`src/rtl/aes_package.sv`:
```
// Shared types and constants for the AES stream packer: widths, packer FSM
// states and the status flags bundle reported to the controller.
package aes_package;

    localparam int unsigned AES_WORD_W      = 32;
    localparam int unsigned AES_BLOCK_W     = 128;
    localparam int unsigned AES_BLOCK_WORDS = 4;
    localparam int unsigned AES_CNT_W       = 16;

    typedef enum logic {
        FILL,
        FULL
    } packer_state_t;

    typedef struct packed {
        logic [1:0]           word_cnt;
        logic [AES_CNT_W-1:0] block_cnt;
        logic                 err_strb;
    } flags_packer_t;

endpackage

```
`src/rtl/hwpe_stream_intf_stream.sv`:
```
// Minimal HWPE stream interface: valid/ready handshake carrying data plus
// per-byte strobes.
interface hwpe_stream_intf_stream #(
    parameter int unsigned DATA_WIDTH = 32
) ();

    logic                    valid;
    logic                    ready;
    logic [DATA_WIDTH-1:0]   data;
    logic [DATA_WIDTH/8-1:0] strb;

    modport source (output valid, data, strb, input ready);
    modport sink   (input valid, data, strb, output ready);

endinterface

```
`src/rtl/aes_block_slot.sv`:
```
// One 128-bit block buffer: word k is written to bits 32k+31:32k, the slot
// becomes full when word 3 lands and empties on pop or clear.
module aes_block_slot
    import aes_package::*;
(
    input  logic                   clk_i,
    input  logic                   rst_ni,
    input  logic                   clear_i,
    input  logic                   load_i,
    input  logic [1:0]             idx_i,
    input  logic [AES_WORD_W-1:0]  word_i,
    input  logic                   pop_i,
    output logic [AES_BLOCK_W-1:0] block_o,
    output logic                   full_o
);

    logic [AES_BLOCK_W-1:0] data_q;
    logic                   full_q;

    always_ff @(posedge clk_i or negedge rst_ni) begin
        if (!rst_ni) begin
            data_q <= '0;
        end else if (load_i) begin
            for (int k = 0; k < AES_BLOCK_WORDS; k++) begin
                if (idx_i == 2'(k)) begin
                    data_q[k*AES_WORD_W +: AES_WORD_W] <= word_i;
                end
            end
        end
    end

    // Clear wins over completing the block so a cleared block is never emitted.
    always_ff @(posedge clk_i or negedge rst_ni) begin
        if (!rst_ni) begin
            full_q <= 1'b0;
        end else if (clear_i) begin
            full_q <= 1'b0;
        end else if (load_i && (idx_i == 2'd3)) begin
            full_q <= 1'b1;
        end else if (pop_i) begin
            full_q <= 1'b0;
        end
    end

    assign block_o = data_q;
    assign full_o  = full_q;

endmodule

```
`src/rtl/aes_stream_packer.sv`:
```
// Packs four 32-bit stream words into one 128-bit block for the AES engine.
// Defining AES_PACKER_PINGPONG_EN adds a second slot so input keeps flowing.
module aes_stream_packer
    import aes_package::*;
#(
    parameter int unsigned WORD_W      = AES_WORD_W,
    parameter int unsigned BLOCK_WORDS = AES_BLOCK_WORDS,
    parameter int unsigned CNT_W       = 16
) (
    input  logic                          clk_i,
    input  logic                          rst_ni,
    input  logic                          clear_i,
    hwpe_stream_intf_stream.sink          in_i,
    output logic [WORD_W*BLOCK_WORDS-1:0] block_o,
    output logic                          block_valid_o,
    input  logic                          block_ready_i,
    output logic [1:0]                    word_cnt_o,
    output logic [CNT_W-1:0]              block_cnt_o,
    output logic                          err_strb_o
);

    localparam logic [AES_CNT_W-1:0] CntMask = AES_CNT_W'((33'd1 << CNT_W) - 33'd1);

    packer_state_t state_q, state_d;
    flags_packer_t flags_q, flags_d;

    logic in_hs;
    logic out_hs;
    logic last_word;
    logic other_busy;

    assign in_i.ready = (state_q == FILL);
    assign in_hs      = in_i.valid && in_i.ready;
    assign last_word  = in_hs && (flags_q.word_cnt == 2'd3);
    assign out_hs     = block_valid_o && block_ready_i;

`ifdef AES_PACKER_PINGPONG_EN
    logic                   wr_sel_q, wr_sel_d;
    logic                   rd_sel_q, rd_sel_d;
    logic [1:0]             slot_full;
    logic [AES_BLOCK_W-1:0] slot_data [2];

    for (genvar g = 0; g < 2; g++) begin : gen_slot
        aes_block_slot u_slot (
            .clk_i   (clk_i),
            .rst_ni  (rst_ni),
            .clear_i (clear_i),
            .load_i  (in_hs && (wr_sel_q == 1'(g))),
            .idx_i   (flags_q.word_cnt),
            .word_i  (in_i.data),
            .pop_i   (out_hs && (rd_sel_q == 1'(g))),
            .block_o (slot_data[g]),
            .full_o  (slot_full[g])
        );
    end

    // Write pointer moves after each completed block, read pointer after each
    // hand-off, which keeps blocks leaving in arrival order.
    always_comb begin
        wr_sel_d = wr_sel_q;
        rd_sel_d = rd_sel_q;
        if (last_word) wr_sel_d = ~wr_sel_q;
        if (out_hs)    rd_sel_d = ~rd_sel_q;
        if (clear_i) begin
            wr_sel_d = 1'b0;
            rd_sel_d = 1'b0;
        end
    end

    always_ff @(posedge clk_i or negedge rst_ni) begin
        if (!rst_ni) begin
            wr_sel_q <= 1'b0;
            rd_sel_q <= 1'b0;
        end else begin
            wr_sel_q <= wr_sel_d;
            rd_sel_q <= rd_sel_d;
        end
    end

    assign other_busy    = slot_full[~wr_sel_q] && !out_hs;
    assign block_o       = slot_data[rd_sel_q];
    assign block_valid_o = slot_full[rd_sel_q];
`else
    logic                   slot_full;
    logic [AES_BLOCK_W-1:0] slot_data;

    aes_block_slot u_slot (
        .clk_i   (clk_i),
        .rst_ni  (rst_ni),
        .clear_i (clear_i),
        .load_i  (in_hs),
        .idx_i   (flags_q.word_cnt),
        .word_i  (in_i.data),
        .pop_i   (out_hs),
        .block_o (slot_data),
        .full_o  (slot_full)
    );

    assign other_busy    = 1'b1;
    assign block_o       = slot_data;
    assign block_valid_o = slot_full;
`endif

    // FULL means no slot can take another word; input is stalled until a pop.
    always_comb begin
        state_d = state_q;
        unique case (state_q)
            FILL: if (last_word && other_busy) state_d = FULL;
            FULL: if (out_hs) state_d = FILL;
        endcase
        if (clear_i) state_d = FILL;
    end

    always_comb begin
        flags_d = flags_q;
        if (in_hs) begin
            flags_d.word_cnt = flags_q.word_cnt + 2'd1;
            if (in_i.strb != 4'hF) flags_d.err_strb = 1'b1;
        end
        if (out_hs) flags_d.block_cnt = (flags_q.block_cnt + 1'b1) & CntMask;
        if (clear_i) flags_d = '0;
    end

    always_ff @(posedge clk_i or negedge rst_ni) begin
        if (!rst_ni) begin
            state_q <= FILL;
            flags_q <= '0;
        end else begin
            state_q <= state_d;
            flags_q <= flags_d;
        end
    end

    assign word_cnt_o  = flags_q.word_cnt;
    assign block_cnt_o = flags_q.block_cnt[CNT_W-1:0];
    assign err_strb_o  = flags_q.err_strb;

endmodule

```
`src/flat_wrapper.sv`:
```
// flat-port wrapper written by rule: the top's interface ports become plain ports
module aes_stream_packer_flat import aes_package::*;
#(
    parameter int unsigned WORD_W      = AES_WORD_W,
    parameter int unsigned BLOCK_WORDS = AES_BLOCK_WORDS,
    parameter int unsigned CNT_W       = 16
)
  (clk_i, rst_ni, clear_i, block_o, block_valid_o, block_ready_i, word_cnt_o, block_cnt_o, err_strb_o, in_i_valid, in_i_data, in_i_strb, in_i_ready);
  hwpe_stream_intf_stream #(.DATA_WIDTH(32)) in_i_i ();
  input  logic clk_i;
  input  logic rst_ni;
  input  logic clear_i;
  output logic [WORD_W*BLOCK_WORDS-1:0] block_o;
  output logic block_valid_o;
  input  logic block_ready_i;
  output logic [1:0] word_cnt_o;
  output logic [CNT_W-1:0] block_cnt_o;
  output logic err_strb_o;
  input wire logic [$bits(in_i_i.valid)-1:0] in_i_valid;
  input wire logic [$bits(in_i_i.data)-1:0] in_i_data;
  input wire logic [$bits(in_i_i.strb)-1:0] in_i_strb;
  output wire logic [$bits(in_i_i.ready)-1:0] in_i_ready;
  assign in_i_i.valid = in_i_valid;
  assign in_i_i.data = in_i_data;
  assign in_i_i.strb = in_i_strb;
  assign in_i_ready = in_i_i.ready;
  aes_stream_packer #(.WORD_W(WORD_W), .BLOCK_WORDS(BLOCK_WORDS), .CNT_W(CNT_W)) u_core (.clk_i(clk_i), .rst_ni(rst_ni), .clear_i(clear_i), .in_i(in_i_i), .block_o(block_o), .block_valid_o(block_valid_o), .block_ready_i(block_ready_i), .word_cnt_o(word_cnt_o), .block_cnt_o(block_cnt_o), .err_strb_o(err_strb_o));
endmodule
```
`config.mk`:
```
export PLATFORM = sky130hd
export DESIGN_NAME = aes_stream_packer_flat
export DESIGN_NICKNAME = d
export VERILOG_FILES = /design/src/rtl/aes_package.sv /design/src/rtl/hwpe_stream_intf_stream.sv /design/src/rtl/aes_block_slot.sv /design/src/rtl/aes_stream_packer.sv /design/src/flat_wrapper.sv
export SDC_FILE = /design/constraint.sdc
export NUM_CORES = 1
export LEC_CHECK = 0
export BUFFER_PORTS_ARGS = -buffer_cell sky130_fd_sc_hd__buf_2
export CAP_MARGIN = 15
export CORE_MARGIN = 4
export CORE_UTILIZATION = 30
export DETAILED_ROUTE_END_ITERATION = 12
export PLACE_DENSITY_LB_ADDON = 0.25
export SYNTH_ARGS = -nofsm -noshare
export SYNTH_HDL_FRONTEND = slang
export SYNTH_SLANG_ARGS = --single-unit
```
`constraint.sdc`:
```
create_clock -name clk_i -period 4.6 [get_ports clk_i]
set_input_delay 0.23 -clock clk_i [delete_from_list [all_inputs] [get_ports clk_i]]
set_output_delay 0.23 -clock clk_i [all_outputs]
set_load 0.005 [all_outputs]
```
# == Word-level counts from Yosys, hierarchy flattened ==
# Index checks and enable logic that the tools add are counted.
# word_totals
input_bits,41
regBits,149
elab_cells,41
# classes
reduce_logical,13
add_sub_neg,2
bitwise,1
mux,12
n_eq_ne,4
# ops
cell,count
$mux 19,1
$add 16x1->16 const B,1
$mux 16,1
$reduce_and 2->1,5
$mux 1,8
$reduce_bool 2->1,3
$eq 2x2->1 const B,2
$ne 4x4->1 const B,1
$logic_and 1x1->1,3
$reduce_bool 3->1,1
$add 2x1->2 const B,1
$eq 2x1->1 const B,1
$logic_not 2->1,1
$mux 2,1
$pmux 1 s2,1
$not 1->1,1

# == Logic depth before layout (Yosys ltp) ==
# depth
depth_word,6
depth_mapped,6
depth_no_buf,5

# == Modules after synthesis ==
# From an unflattened synthesis, not the netlist that was laid out.
# unflattened
cells_unflattened,376
area_unflattened_um2,5801.8
# by_module_without_submodules
mod,seq_area_each_um2,instances,cells_per_inst,area_per_inst_um2
aes_block_slot,3228.1,1,275,4818.4
aes_stream_packer,500.5,1,101,983.4

# == Worst setup path after synthesis ==
# OpenSTA, ideal clock, no wires.
# synth_path
path_type,register to register
startpoint,register u_core.flags_q (netlist bit u_core.block_cnt_o[0])
endpoint,register u_core.flags_q (netlist bit u_core.block_cnt_o[14])
synth_period_minus_slack_ps,1586
stages_incl_launch_ff,7
path_slack_ps,3014
setup_time_ps,78
n_path_buf,1
arrival_ps,1508
required_time_ps,4522
path_cell_list,dfrtp_1 > ha_1 > and4_1 > buf_4 > nand2_2 > or4_1 > a21oi_1
# synth_between
elab_chain_cells,3
# synth_rtl
element,line_no,rtl
start: declaration,aes_stream_packer.sv:25,"flags_packer_t flags_q, flags_d;"
start signal: assignment,aes_stream_packer.sv:130,flags_q <= flags_d;
$add 16x1->16,aes_stream_packer.sv:120,if (out_hs) flags_d.block_cnt = (flags_q.block_cnt + 1'b1) & CntMask;
$mux 16,aes_stream_packer.sv:120,
$mux 19,aes_stream_packer.sv:121,if (clear_i) flags_d = '0;
# No other way between the ends. The select of a mux whose other input is x is not followed.
# A chain may end at the register's enable or synchronous reset.

# == Final worst setup path ==
# layout_path
startpoint,register u_core.state_q
endpoint,register u_core.u_slot.data_q[106] (netlist: u_core.u_slot.block_o[106])
# layout_between
elab_chain_cells,3
# layout_rtl
element,line_no,rtl
start: declaration,aes_stream_packer.sv:24,"packer_state_t state_q, state_d;"
start signal: assignment,aes_stream_packer.sv:129,state_q <= state_d;
$not 1->1,-,
$logic_and 1x1->1,aes_stream_packer.sv:33,assign in_hs = in_i.valid && in_i.ready;
$reduce_and 2->1 (no source line),-,
end signal: indexed assignment,aes_block_slot.sv:26,data_q[k*AES_WORD_W +: AES_WORD_W] <= word_i;
end: declaration,aes_block_slot.sv:17,logic [AES_BLOCK_W-1:0] data_q;
# No other way between the ends.

==> impl_metrics.py <==
metrics = {
    "outcome": {
        "outcome": "finished clean",
    },
    "global_routing": {
        "track_usage_pct": 12.9,
        "use_met3_pct": 6.11,
        "grt_max_degree": 97,
        "grt_pass1_vias": 4054,
        "antenna_found_initial": 0,
        "busiest_layer": "met2",
        "met2_usage_pct": 20.7,
        "grt_pass1_wl_mm": 22.3,
        "grt-ovfl-total": 0,
        "use_met1_pct": 15.7,
    },
    "pwr": {
        "leakage_uw": 0.00370,
        "ir_drop_uv": 244,
        "p_per_area_nw_per_um2": 541,
    },
    "critical_path": {
        "max_stage_delay_ns": 0.73,
        "slowest_stage": "nand2_2",
        "cp-end-kind": "flip-flop",
        "critPathMaxFanout": 34,
        "arrival_ns": 2.68,
        "required_ns": 4.89,
        "crit_buf_inv": 0,
        "crit_family": "simple AND/OR/NAND/NOR gates",
        "crit_chain": "nor2b_1, nand2_2, mux2_2",
        "cp-start-kind": "flip-flop",
        "worstSetupPathType": "flip-flop to flip-flop",
    },
    "synthesis": {
        "yosysTopAreaCellShare_pct": 64.3,
        "syn_inst": 383,
        "yosysTopAreaCell": "dfrtp_1",
        "ys_ff_latch": 149,
        "synth_area_um2": 5800,
        "synth_nets": 429,
        "synth_area_leaders": "dfrtp_1 64%, mux2_2 25%, buf_2 1.2%",
        "synth_cell_types": 27,
        "yosysWarningCount": 0,
        "syn_avg_cell_area_um2": 15.1,
        "yosysSeqAreaShare_pct": 64.3,
    },
    "clocking": {
        "cts_setup_buffers": 0,
        "htreeDepth": 4,
        "path_clk_slew_ns": 0.06,
        "clock_latency_ns": 0.41,
        "cts_hold_buf": 1,
        "cts_root_buf": "clkbuf_16",
        "tritoncts": "built",
        "numCtsBuffers": 17,
        "cts-resized-gates": 0,
        "clock_path_buffers": 2,
        "clock_sinks": 149,
    },
    "detailed_routing": {
        "ant_nets": 0,
        "avgRoutedWirePerCell_um": 16.0,
        "drtPass1Iterations": 4,
        "drtIter0Drc": 91,
        "vias_per_cell": 4.42,
        "vias": 3749,
        "drc_errors": 0,
        "routed_wl_mm": 13.5,
    },
    "die": {
        "num_rows": 50,
        "dieArea_um2": 21600,
        "start_util_pct": 30.8,
        "io_pins": 190,
        "core_um2": 18800,
        "die_width_um": 147,
        "die_h_um": 147,
    },
    "final_layout": {
        "final_layout_size_suffix_gt1_share_pct": 60.6,
        "final_cell_mix": "188 x buf_2, 149 x dfrtp_1, 129 x mux2_2",
        "diodes": 0,
        "syn_to_final_growth_pct": 30.3,
        "nets": 622,
        "final_common_cell": "buf_2",
    },
    "sta": {
        "maxSlewViolCount": 0,
        "period_share_pct": 52.0,
        "setup_viol": 0,
        "fin_crit_ns": 2.39,
        "clock.fmax_mhz": 418,
        "worst_pin_slew_ns": 1.03,
        "tns_ns": 0,
        "hold_violations": 0,
        "hold_ws_ns": 0.0917,
        "rsz0062_at_grt": "false",
        "max_slew_margin_pct": 31.5,
        "finalClockSkew_ns": 0.00917,
    },
    "placement": {
        "place_hpwl_mm": 9.18,
        "portBuffers": 189,
        "place.gp.congestion": 0.737,
    },
    "flow_run": {
        "max_cap_viol_count": 0,
    },
    "min_path": {
        "hp-class": "input pin to flip-flop",
    },
}
-- power breakdown --
| part | total (uW) | internal, uW | switching, uW |
|---|---|---|---|
| clock network | 1250 | 718 | 535 |
| logic | 941 | 561 | 380 |
| registers | 1890 | 1700 | 194 |
| total | 4090 | 2980 | 1110 |
-- registers in the layout (all words and copies together) (netlist names) --
signal / flops
u_core.u_slot.full_o: 1
u_core.err_strb_o: 1
u_core.state_q: 1
u_core.block_cnt_o: 16
u_core.word_cnt_o: 2
u_core.u_slot.block_o: 128
-- cell type report --
| class | count | area (um2) |
|---|---|---|
| clock buffers | 21 | 460 |
| clock inverters | 11 | 77.6 |
| fillers | 1790 | 11300 |
| inverters | 5 | 18.8 |
| multi-input cells | 212 | 1980 |
| flip-flops and latches | 149 | 3730 |
| well taps | 260 | 325 |
| repair buffers | 191 | 970 |
-- worst paths after layout --
| check | start | slack (ns) | to | cells past startpoint |
|---|---|---|---|---|
| hold reg to reg | u_core.u_slot.block_o[110]$_DFFE_PN0P_ | 0.50 | u_core.u_slot.block_o[110]$_DFFE_PN0P_ | 1 |
| min in group asynchronous | rst_ni | 0.45 | u_core.u_slot.block_o[49]$_DFFE_PN0P_ | 2 |
| setup reg to reg | u_core.state_q$_DFF_PN0_ | 2.21 | u_core.u_slot.block_o[106]$_DFFE_PN0P_ | 3 |
| setup / recovery | u_core.state_q$_DFF_PN0_ | 2.21 | u_core.u_slot.block_o[106]$_DFFE_PN0P_ | 3 |
| hold / removal | in_i_data[17] | 0.09 | u_core.u_slot.block_o[17]$_DFFE_PN0P_ | 2 |
| max in group asynchronous | rst_ni | 2.86 | u_core.block_cnt_o[7]$_DFFE_PN0P_ | 3 |
-- Yosys cell counts --
cell type  number
nand2_2         3
or2b_1          1
buf_1           2
nor2_1         16
or2_0           1
o21ai_0         1
or3_1           2
nand3_1         6
nand4_1         4
and2_1          1
a21oi_1         8
dfrtp_1       149
xnor2_1         4
mux2_2        129
nand2_1        10
nor2b_1         2
buf_4           1
and4_1          2
and4_4          1
inv_1           5
or4_1           2
nor4_1          3
ha_1            5
and3_1          1
xor2_1          8
buf_2          14
o31ai_1         2
-- metrics by stage --
stage	total power [uW]	cells	worst slack (ns)	util, %	instance area [um2]
finish	4090	849	2.21	40.1	7560
global placement	2850	816	2.27	37.2	7010
CTS	4160	849	2.16	40.1	7560
detailed placement	2880	816	2.17	37.2	7010
global route	4350	849	2.03	40.1	7560
floorplan	2320	383	3.01	-	5800
-- worst register-to-register path: cells and delay by family, from the launching register on --
family / cells / cell delay, ns
simple gates: 2 / 1.29
flops: 1 / 0.39
mux: 1 / 0.59
-- kinds of logic (layout without fill, tap and decap cells) --
family	count (synthesis)	count (layout)	share of synthesized area, %
XOR/XNOR	12	12	1.81
AND/OR/NAND/NOR	55	55	4.92
adder cells (fa/ha/maj)	5	5	1.08
flip-flops	149	149	64.3
buffers and inverters	22	228	1.79
multiplexers	129	129	25.1
AO/OA/AOI/OAI	11	11	1.04
-- routing by layer --
layer,vias to the layer above,part of all wire [%]
met3,10,9.1
li1,1732,-
met4,0,0.87
met2,122,48
met5,-,0
met1,1885,42
Power figures use the tool's default switching activity.
